`src/rtl/loader_pkg.sv`:
```
// Shared types and constants for the byte-stream program loader.
// Optional trailing checksum byte is enabled with LOADER_CHECKSUM_EN.
package loader_pkg;

  localparam int MEMSIZE_DEFAULT = 768;
  localparam int WORD_BYTES      = 4;

  typedef enum logic [2:0] {
    ST_LEN_LO,
    ST_LEN_HI,
    ST_DATA,
    ST_FLUSH,
    ST_CHK,
    ST_DONE,
    ST_ERR
  } state_t;

  // Byte address of the word that contains byte offset cnt.
  function automatic logic [15:0] word_base(input logic [15:0] cnt);
    return cnt & ~16'(WORD_BYTES - 1);
  endfunction

endpackage

```
`src/rtl/word_packer.sv`:
```
// Collects stream bytes into one little-endian 32-bit word, lane by lane.
// Updates one cycle after load/clear; no backpressure, clear wins over load.
module word_packer (
  input  logic        CLOCK,
  input  logic        RESET,
  input  logic [7:0]  byte_dat,
  input  logic [1:0]  lane,
  input  logic        load,
  input  logic        clear,
  output logic [31:0] word
);

  always_ff @(posedge CLOCK or negedge RESET) begin
    if (!RESET) begin
      word <= '0;
    end else if (clear) begin
      word <= '0;
    end else if (load) begin
      word[lane*8 +: 8] <= byte_dat;
    end
  end

endmodule

```
`src/rtl/prog_loader.sv`:
```
// Boot loader: length-prefixed byte stream -> CPU word writes, CPU held in reset until done.
// One write per filled word; IN_READY registered and low outside length/data/checksum states. Macro: LOADER_CHECKSUM_EN.
module prog_loader
  import loader_pkg::*;
#(
  parameter int MEMSIZE = MEMSIZE_DEFAULT,
  parameter int ADDR_W  = 32
) (
  input  logic              CLOCK,
  input  logic              RESET,
  input  logic              IN_VALID,
  input  logic [7:0]        IN_DATA,
  output logic              IN_READY,
  output logic              write_flag,
  output logic [ADDR_W-1:0] write_addr,
  output logic [31:0]       write_value,
  output logic              CPU_RESET,
  output logic              DONE,
  output logic              ERROR
);

  localparam logic [15:0] MEM_LEN = 16'(MEMSIZE);
`ifdef LOADER_CHECKSUM_EN
  localparam state_t ST_AFTER = ST_CHK;
`else
  localparam state_t ST_AFTER = ST_DONE;
`endif

  state_t      state, state_d;
  logic        acc, last_byte;
  logic [1:0]  lane;
  logic [15:0] len, byte_cnt, len_full;
  logic        in_ready_d, wr_vld_d, pack_load;
  logic [31:0] wr_value_d, word;
`ifdef LOADER_CHECKSUM_EN
  logic [7:0]  sum;
`endif

  assign acc       = IN_VALID && IN_READY;
  assign lane      = byte_cnt[1:0];
  assign last_byte = (byte_cnt + 16'd1) == len;
  assign len_full  = {IN_DATA, len[7:0]};

  always_ff @(posedge CLOCK or negedge RESET) begin
    if (!RESET) state <= ST_LEN_LO;
    else        state <= state_d;
  end

  always_comb begin
    state_d = state;
    case (state)
      ST_LEN_LO: if (acc) state_d = ST_LEN_HI;
      ST_LEN_HI: begin
        if (acc) begin
          if (len_full == 16'd0)        state_d = ST_AFTER;
          else if (len_full > MEM_LEN)  state_d = ST_ERR;
          else                          state_d = ST_DATA;
        end
      end
      ST_DATA: begin
        if (acc && last_byte) state_d = (lane == 2'd3) ? ST_AFTER : ST_FLUSH;
      end
      ST_FLUSH: state_d = ST_AFTER;
`ifdef LOADER_CHECKSUM_EN
      ST_CHK: if (acc) state_d = (IN_DATA == sum) ? ST_DONE : ST_ERR;
`endif
      ST_DONE: state_d = ST_DONE;
      ST_ERR:  state_d = ST_ERR;
      default: state_d = ST_LEN_LO;
    endcase
  end

  // Ready follows the state we are entering so it lines up with the byte that state consumes.
  always_comb begin
    in_ready_d = (state_d == ST_LEN_LO) || (state_d == ST_LEN_HI) ||
                 (state_d == ST_DATA)   || (state_d == ST_CHK);
    wr_vld_d   = (state == ST_DATA && acc && lane == 2'd3) || (state == ST_FLUSH);
    wr_value_d = (state == ST_FLUSH) ? word : {IN_DATA, word[23:0]};
    pack_load  = (state == ST_DATA) && acc && (lane != 2'd3);
  end

  word_packer u_packer (
    .CLOCK    (CLOCK),
    .RESET    (RESET),
    .byte_dat (IN_DATA),
    .lane     (lane),
    .load     (pack_load),
    .clear    (wr_vld_d),
    .word     (word)
  );

  // DONE/CPU_RESET follow the registered state, so CPU release lands after the final write pulse.
  always_ff @(posedge CLOCK or negedge RESET) begin
    if (!RESET) begin
      IN_READY    <= 1'b0;
      write_flag  <= 1'b0;
      write_addr  <= '0;
      write_value <= '0;
      CPU_RESET   <= 1'b1;
      DONE        <= 1'b0;
      ERROR       <= 1'b0;
    end else begin
      IN_READY   <= in_ready_d;
      write_flag <= wr_vld_d;
      if (wr_vld_d) begin
        write_addr  <= ADDR_W'(word_base(byte_cnt));
        write_value <= wr_value_d;
      end
      CPU_RESET <= (state != ST_DONE);
      DONE      <= (state == ST_DONE);
      ERROR     <= (state == ST_ERR);
    end
  end

  always_ff @(posedge CLOCK or negedge RESET) begin
    if (!RESET) begin
      len      <= '0;
      byte_cnt <= '0;
    end else begin
      if (state == ST_LEN_LO && acc) len[7:0]  <= IN_DATA;
      if (state == ST_LEN_HI && acc) len[15:8] <= IN_DATA;
      if (state == ST_DATA && acc)   byte_cnt  <= byte_cnt + 16'd1;
    end
  end

`ifdef LOADER_CHECKSUM_EN
  always_ff @(posedge CLOCK or negedge RESET) begin
    if (!RESET)                    sum <= '0;
    else if (state == ST_DATA && acc) sum <= sum + IN_DATA;
  end
`endif

endmodule

```
`config.mk`:
```
export PLATFORM = sky130hd
export DESIGN_NAME = prog_loader
export DESIGN_NICKNAME = d
export VERILOG_FILES = /design/src/rtl/loader_pkg.sv /design/src/rtl/word_packer.sv /design/src/rtl/prog_loader.sv
export SDC_FILE = /design/constraint.sdc
export NUM_CORES = 1
export LEC_CHECK = 0
export ABC_AREA = 0
export BUFFER_PORTS_ARGS = -buffer_cell sky130_fd_sc_hd__buf_2
export CORE_UTILIZATION = 25
export DETAILED_ROUTE_END_ITERATION = 8
export PLACE_DENSITY_LB_ADDON = 0.12
export REMOVE_ABC_BUFFERS = 1
export SYNTH_ARGS = -nofsm -noshare
export SYNTH_HDL_FRONTEND = slang
export SYNTH_SLANG_ARGS = --single-unit
```
`constraint.sdc`:
```
create_clock -name CLOCK -period 2.3 [get_ports CLOCK]
set_input_delay 0.46 -clock CLOCK [delete_from_list [all_inputs] [get_ports CLOCK]]
set_output_delay 0.46 -clock CLOCK [all_outputs]
set_load 0.05 [all_outputs]
```
Word-level counts from Yosys, hierarchy flattened
Cells that the tools add are included.
- word-level logic and storage cells: 56
- register bits: 118
- output and inout bits: 69
- bits of input ports: 11
- shifts and indexed selects: 2
- reductions and logical operators: 16
- mux-type cells: 11
- $add $sub $neg: 2
- magnitude comparators: 1
- equality and inequality tests: 12
- operator list (operator ; count):
    2-to-1 mux 32 bit ; 3
    negation 5 -> 34 bit ; 1
    variable shift 8 x 34 -> 32 bit, first input constant ; 1
    indexed part select 8 x 34 -> 32 bit ; 1
    bitwise mux 32 bit ; 1
    2-to-1 mux 3 bit ; 6
    adder 16 x 1 -> 16 bit, second input constant ; 1
    equality test 16 bit ; 1
    > comparator 16 x 10 -> 1 bit, second input constant ; 1
    logical NOT 16 bit ; 1
    one-hot mux 3 bit (5 select lines) ; 1
    equality test 3 x 2 -> 1 bit, second input constant ; 3
    equality test 3 bit, second input constant ; 3
    logical AND 1 bit ; 7
    equality test 3 x 1 -> 1 bit, second input constant ; 2
    logical NOT 3 bit ; 2
    logical OR 1 bit ; 4
    inequality test 3 bit, second input constant ; 1
    equality test 2 bit, second input constant ; 1
    inequality test 2 bit, second input constant ; 1
    nonzero test 2 bit ; 1
    OR reduction 2 bit ; 1

Depth between registers and ports, before layout
- depth after elaboration: 9
- mapped depth: 10
- depth with buffers taken out: 10

Modules after synthesis
A second synthesis with hierarchy kept.
- cell total of the unflattened synthesis: 475
- area total of the unflattened synthesis: 5654.2 µm²
- modules (own cells, without submodules) (module ; cells each ; seq. area each (µm²) ; times used ; area an instance (µm²)):
    prog_loader ; 361 ; 2153.3 ; 1 ; 4190.3
    word_packer ; 114 ; 800.8 ; 1 ; 1463.9

Worst setup path before layout
OpenSTA, ideal clock, no wires.
- path type: register to register
- start point: register byte_cnt[0]
- end point: register IN_READY
- period minus slack after synthesis: 2.301 ns
- required time: 2.173 ns
- library setup time: 0.127 ns
- slack: -0.001 ns
- cell stages (with the launch flop): 11
- arrival time: 2.174 ns
- cell sequence: dfrtp_1 inv_1 ha_1 xor2_1 a211o_1 nor3_1 o2111ai_1 nor4_4 nand4_1 a22oi_2 o31ai_1
- cells in the longest elaborated chain, start to end: 9
- RTL lines (what ; line ; RTL):
    start: declaration ; prog_loader.sv:32 ; logic [15:0] len, byte_cnt, len_full;
    start signal: assignment ; prog_loader.sv:122 ; if (state == ST_DATA && acc) byte_cnt <= byte_cnt + 16'd1;
    adder 16 x 1 -> 16 bit ; prog_loader.sv:41 ; assign last_byte = (byte_cnt + 16'd1) == len;
    equality test 16 bit ; prog_loader.sv:41 ;
    logical AND 1 bit ; prog_loader.sv:61 ; if (acc && last_byte) state_d = (lane == 2'd3) ? ST_AFTER : ST_FLUSH;
    2-to-1 mux 3 bit * ; prog_loader.sv:61 ;
    one-hot mux 3 bit (5 select lines) * ; prog_loader.sv:51 ; case (state)
    equality test 3 x 1 -> 1 bit or logical NOT 3 bit (tied branches) ; prog_loader.sv:75 ; in_ready_d = (state_d == ST_LEN_LO) || (state_d == ST_LEN_HI) ||
    logical OR 1 bit (2 in series) ; prog_loader.sv:75 ;
    logical OR 1 bit * ; prog_loader.sv:76 ; (state_d == ST_DATA) || (state_d == ST_CHK);
    net in_ready_d ; prog_loader.sv:33 ; logic in_ready_d, wr_vld_d, pack_load;
    end signal: assignment ; prog_loader.sv:103 ; IN_READY <= in_ready_d;
    end: declaration ; prog_loader.sv:13 ; output logic IN_READY,
The timed path passes the listed nets; every way through them passes the cells marked *.
A chain may end at the register's enable or synchronous reset.

Worst setup path after layout
- start point: register byte_cnt[1]
- end point: register state[2]
- cells in the longest elaborated chain, start to end: 5
- RTL lines (what ; line ; RTL):
    adder 16 x 1 -> 16 bit ; prog_loader.sv:41 ;
    equality test 16 bit ; prog_loader.sv:41 ;
    logical AND 1 bit ; prog_loader.sv:61 ;
    2-to-1 mux 3 bit * ; prog_loader.sv:61 ;
    one-hot mux 3 bit (5 select lines) * ; prog_loader.sv:51 ;
    net state_d[2] ; prog_loader.sv:29 ; state_t state, state_d;
    end signal: assignment ; prog_loader.sv:46 ; else state <= state_d;
    end: declaration ; prog_loader.sv:29 ;
Marks and branches as above.

==> results.json <==
{
  "synthTopCellsByArea": "dfrtp_1, nand2_1, a22o_1",
  "cts_htree_levels": 4,
  "syn_area_sq_um": 5420,
  "die_w_microns": 149,
  "yosys-top-cells-count": "nand2_1, dfrtp_1, nor2_1",
  "period_minus_slack_ns": 2.30,
  "root_buffer": "clkbuf_16",
  "skew_ns": 0.0128,
  "grt_pass1_wl_mm": 22.8,
  "globalRoute.totalOverflow": 0,
  "gp_congestion": 0.808,
  "peakVddDrop_mv": 0.543,
  "n_antenna_cell": 0,
  "drv_cap": 0,
  "synth.top_cell.area_share": 0.540,
  "cts_tree": "yes",
  "dp_hpwl_mm": 10.0,
  "hp-class": "primary input to asynchronous set/reset pin",
  "drt-wirelength-per-cell_microns": 15.3,
  "drt-total-wl_mm": 14.1,
  "p_int_mw": 5.28,
  "clockBufferDepth": 2,
  "whs_ns": 0.0301,
  "cp-start-kind": "register",
  "synth_top_family_by_area": "simple AND/OR/NAND/NOR gates",
  "synth-edff-count": 0,
  "synth_top_cell_by_area": "dfrtp_1",
  "power_frac_seq": 0.335,
  "crit_arrival_ns": 2.60,
  "grt_use_total": 0.138,
  "grt_pass1_vias": 4138,
  "place_inst": 881,
  "portBuffers": 61,
  "ys.flop_type": "dfrtp_1",
  "dr.pass1.iters": 5,
  "async_flop_share": 1.00,
  "fp-row-count": 53,
  "seq_area_frac_synth": 0.545,
  "syn_inst": 529,
  "final_nets": 652,
  "core_sq_um": 21200,
  "dr_total_vias": 4036,
  "gr-usage-met3": 0.0398,
  "slew_headroom": 0.646,
  "synth_seq_cells": 118,
  "clk_latency_ns": 0.42,
  "final_area_sq_um": 7030,
  "synth_fa_ha_area_frac": 0.00924,
  "slew_violations": 0,
  "die_h_microns": 149,
  "rsz0062_at_grt": "yes",
  "synth_compound_area_frac": 0.0875,
  "worst_slew_pin_slew_ns": 0.531,
  "status": "complete, no violations",
  "power_switching_mw": 3.26,
  "required_ns": 2.60,
  "dieArea_sq_um": 22300,
  "cellPowerDensity_nw_per_um2": 1210,
  "p_leak_nw": 3.51,
  "yosys.cell_types.count": 51,
  "viasPerCell": 4.36,
  "yosys.cell_count.top_type": "nand2_1",
  "drive_gt1_frac": 0.298,
  "switching_share": 0.382,
  "initial_core_util": 0.256,
  "finalSetupViolCount": 0,
  "synth_xor_area_frac": 0.0550,
  "finalCritPeriodShare": 0.999,
  "met1_usage": 0.170,
  "antenna_left": 0,
  "instances_no_fill": 925,
  "path_class": "register to register",
  "fmaxAchievable_mhz": 435,
  "syn_avg_cell_area_sq_um": 10.2,
  "drtIter0Drc": 135,
  "synthMuxAreaShare": 0.0538,
  "clock_sink_count": 118,
  "clk_pin_slew_ns": 0.06,
  "grt_use_met2": 0.226,
  "grt.busiest_layer": "met2",
  "place_area_sq_um": 6240,
  "syn_to_final_growth_pct": 29.7,
  "cts_buffers": 17,
  "route.detailed.drc": 0,
  "pin_count": 80,
  "yosys_warnings": 0,
  "power_mw": 8.54,
  "hold_viol": 0,
  "antenna_found_initial": 0,
  "power_frac_comb": 0.357,
  "cp_max_fo": 5,
  "grt_max_degree": 40,
  "worst_setup_path_end_kind": "register",
  "pwr-share-clk": 0.308,
  "synth-simple-area-share": 0.195
}
==> flip-flops by register name, summed over array words and instances (netlist names) <==
name / flops
ERROR: 1
write_value: 32
u_packer.word: 32
state: 3
len: 16
byte_cnt: 16
write_flag: 1
IN_READY: 1
write_addr: 14
CPU_RESET: 1
DONE: 1
==> power groups by stage <==
stage | Clock [mW] | Combinational (mW) | Sequential, mW
6_report | 2.63 | 3.05 | 2.86
4_1_cts | 2.71 | 3.07 | 2.86
3_5_place_dp | 0 | 2.84 | 2.89
2_1_floorplan | 0 | 1.35 | 3.41
5_1_grt | 2.81 | 3.34 | 2.94
3_3_place_gp | 0 | 2.81 | 2.88
==> routing by layer <==
| metal | share of wire | vias up |
|---|---|---|
| met3 | 0.043 | 21 |
| met2 | 0.49 | 93 |
| met5 | 0 | - |
| met1 | 0.45 | 1969 |
| met4 | 0.024 | 0 |
| li1 | - | 1953 |
==> cell type report <==
class / instances / area (sq um)
tap: 275 / 344
timing repair buffer: 117 / 753
sequential: 118 / 2950
fill: 2186 / 14100
clock buffer: 18 / 439
inverter: 8 / 30.0
multi-input combinational: 375 / 2360
clock inverter: 14 / 150
==> stage by stage <==
| stage | utilization | setup TNS [ns] | setup WS, ns |
|---|---|---|---|
| finish | 0.332 | 0 | 0.00320 |
| CTS | 0.331 | -0.0202 | -0.0171 |
| detailed placement | 0.295 | -0.346 | -0.128 |
| floorplan | - | -145.91 | -2.99 |
| global route | 0.332 | -0.421 | -0.150 |
| global placement | 0.295 | -0.0451 | -0.0277 |
==> worst paths after layout <==
kind,startpoint,to,slack [ns],cells past startpoint
worst min-delay path,RESET,write_flag$_DFF_PN0_,0.03,1
worst max register to register,byte_cnt[1]$_DFFE_PN0P_,state[2]$_DFF_PN0_,0.003,11
worst max-delay path,byte_cnt[1]$_DFFE_PN0P_,state[2]$_DFF_PN0_,0.003,11
worst min register to register,write_value[5]$_DFFE_PN0N_,write_value[5]$_DFFE_PN0N_,0.46,2
max in group asynchronous,RESET,len[14]$_DFFE_PN0P_,1.68,2
min in group CLOCK,IN_DATA[6],u_packer.word[6]$_DFFE_PN0P_,0.42,2
==> critical path, stage by stage, from the launching register on <==
cell	delay, ns
dfrtp_1	0.36
buf_4	0.14
buf_4	0.10
buf_4	0.10
nand3_4	0.09
nor3_4	0.31
mux2_2	0.37
mux2i_1	0.13
a21oi_1	0.12
nand4_1	0.15
a22oi_2	0.07
or2_1	0.23
==> cells in the final DEF (no fill, tap or decap), types with 4 or more instances in the layout <==
master     count
nand2_1      139
dfrtp_1      117
buf_2         60
buf_4         55
nor2_1        26
a22o_1        24
xor2_1        19
conb_1        18
mux2_2        17
clkbuf_16     17
o21ai_0       16
xnor2_1       15
and2_1        11
mux2i_1       10
a21oi_1        7
inv_1          6
nor2b_1        5
nand3_1        5
nand4_1        4
clkinv_4       4
==> repair_timing <==
item,CTS,global route
pin swaps,11,7
hold buffers,0,0
setup endpoints to repair,3,12
buffers inserted,14,0
resized for setup,19,6
==> cells by family after synthesis <==
kind of cell | after synthesis
buffers and inverters | 53
other | 1
adders and majority gates | 4
muxes | 27
DFF | 118
and+or+nand+nor | 226
AOI/OAI and AO/OA | 66
xor gates and xnor gates | 34
No activity file was read; power rests on OpenSTA's default activity.
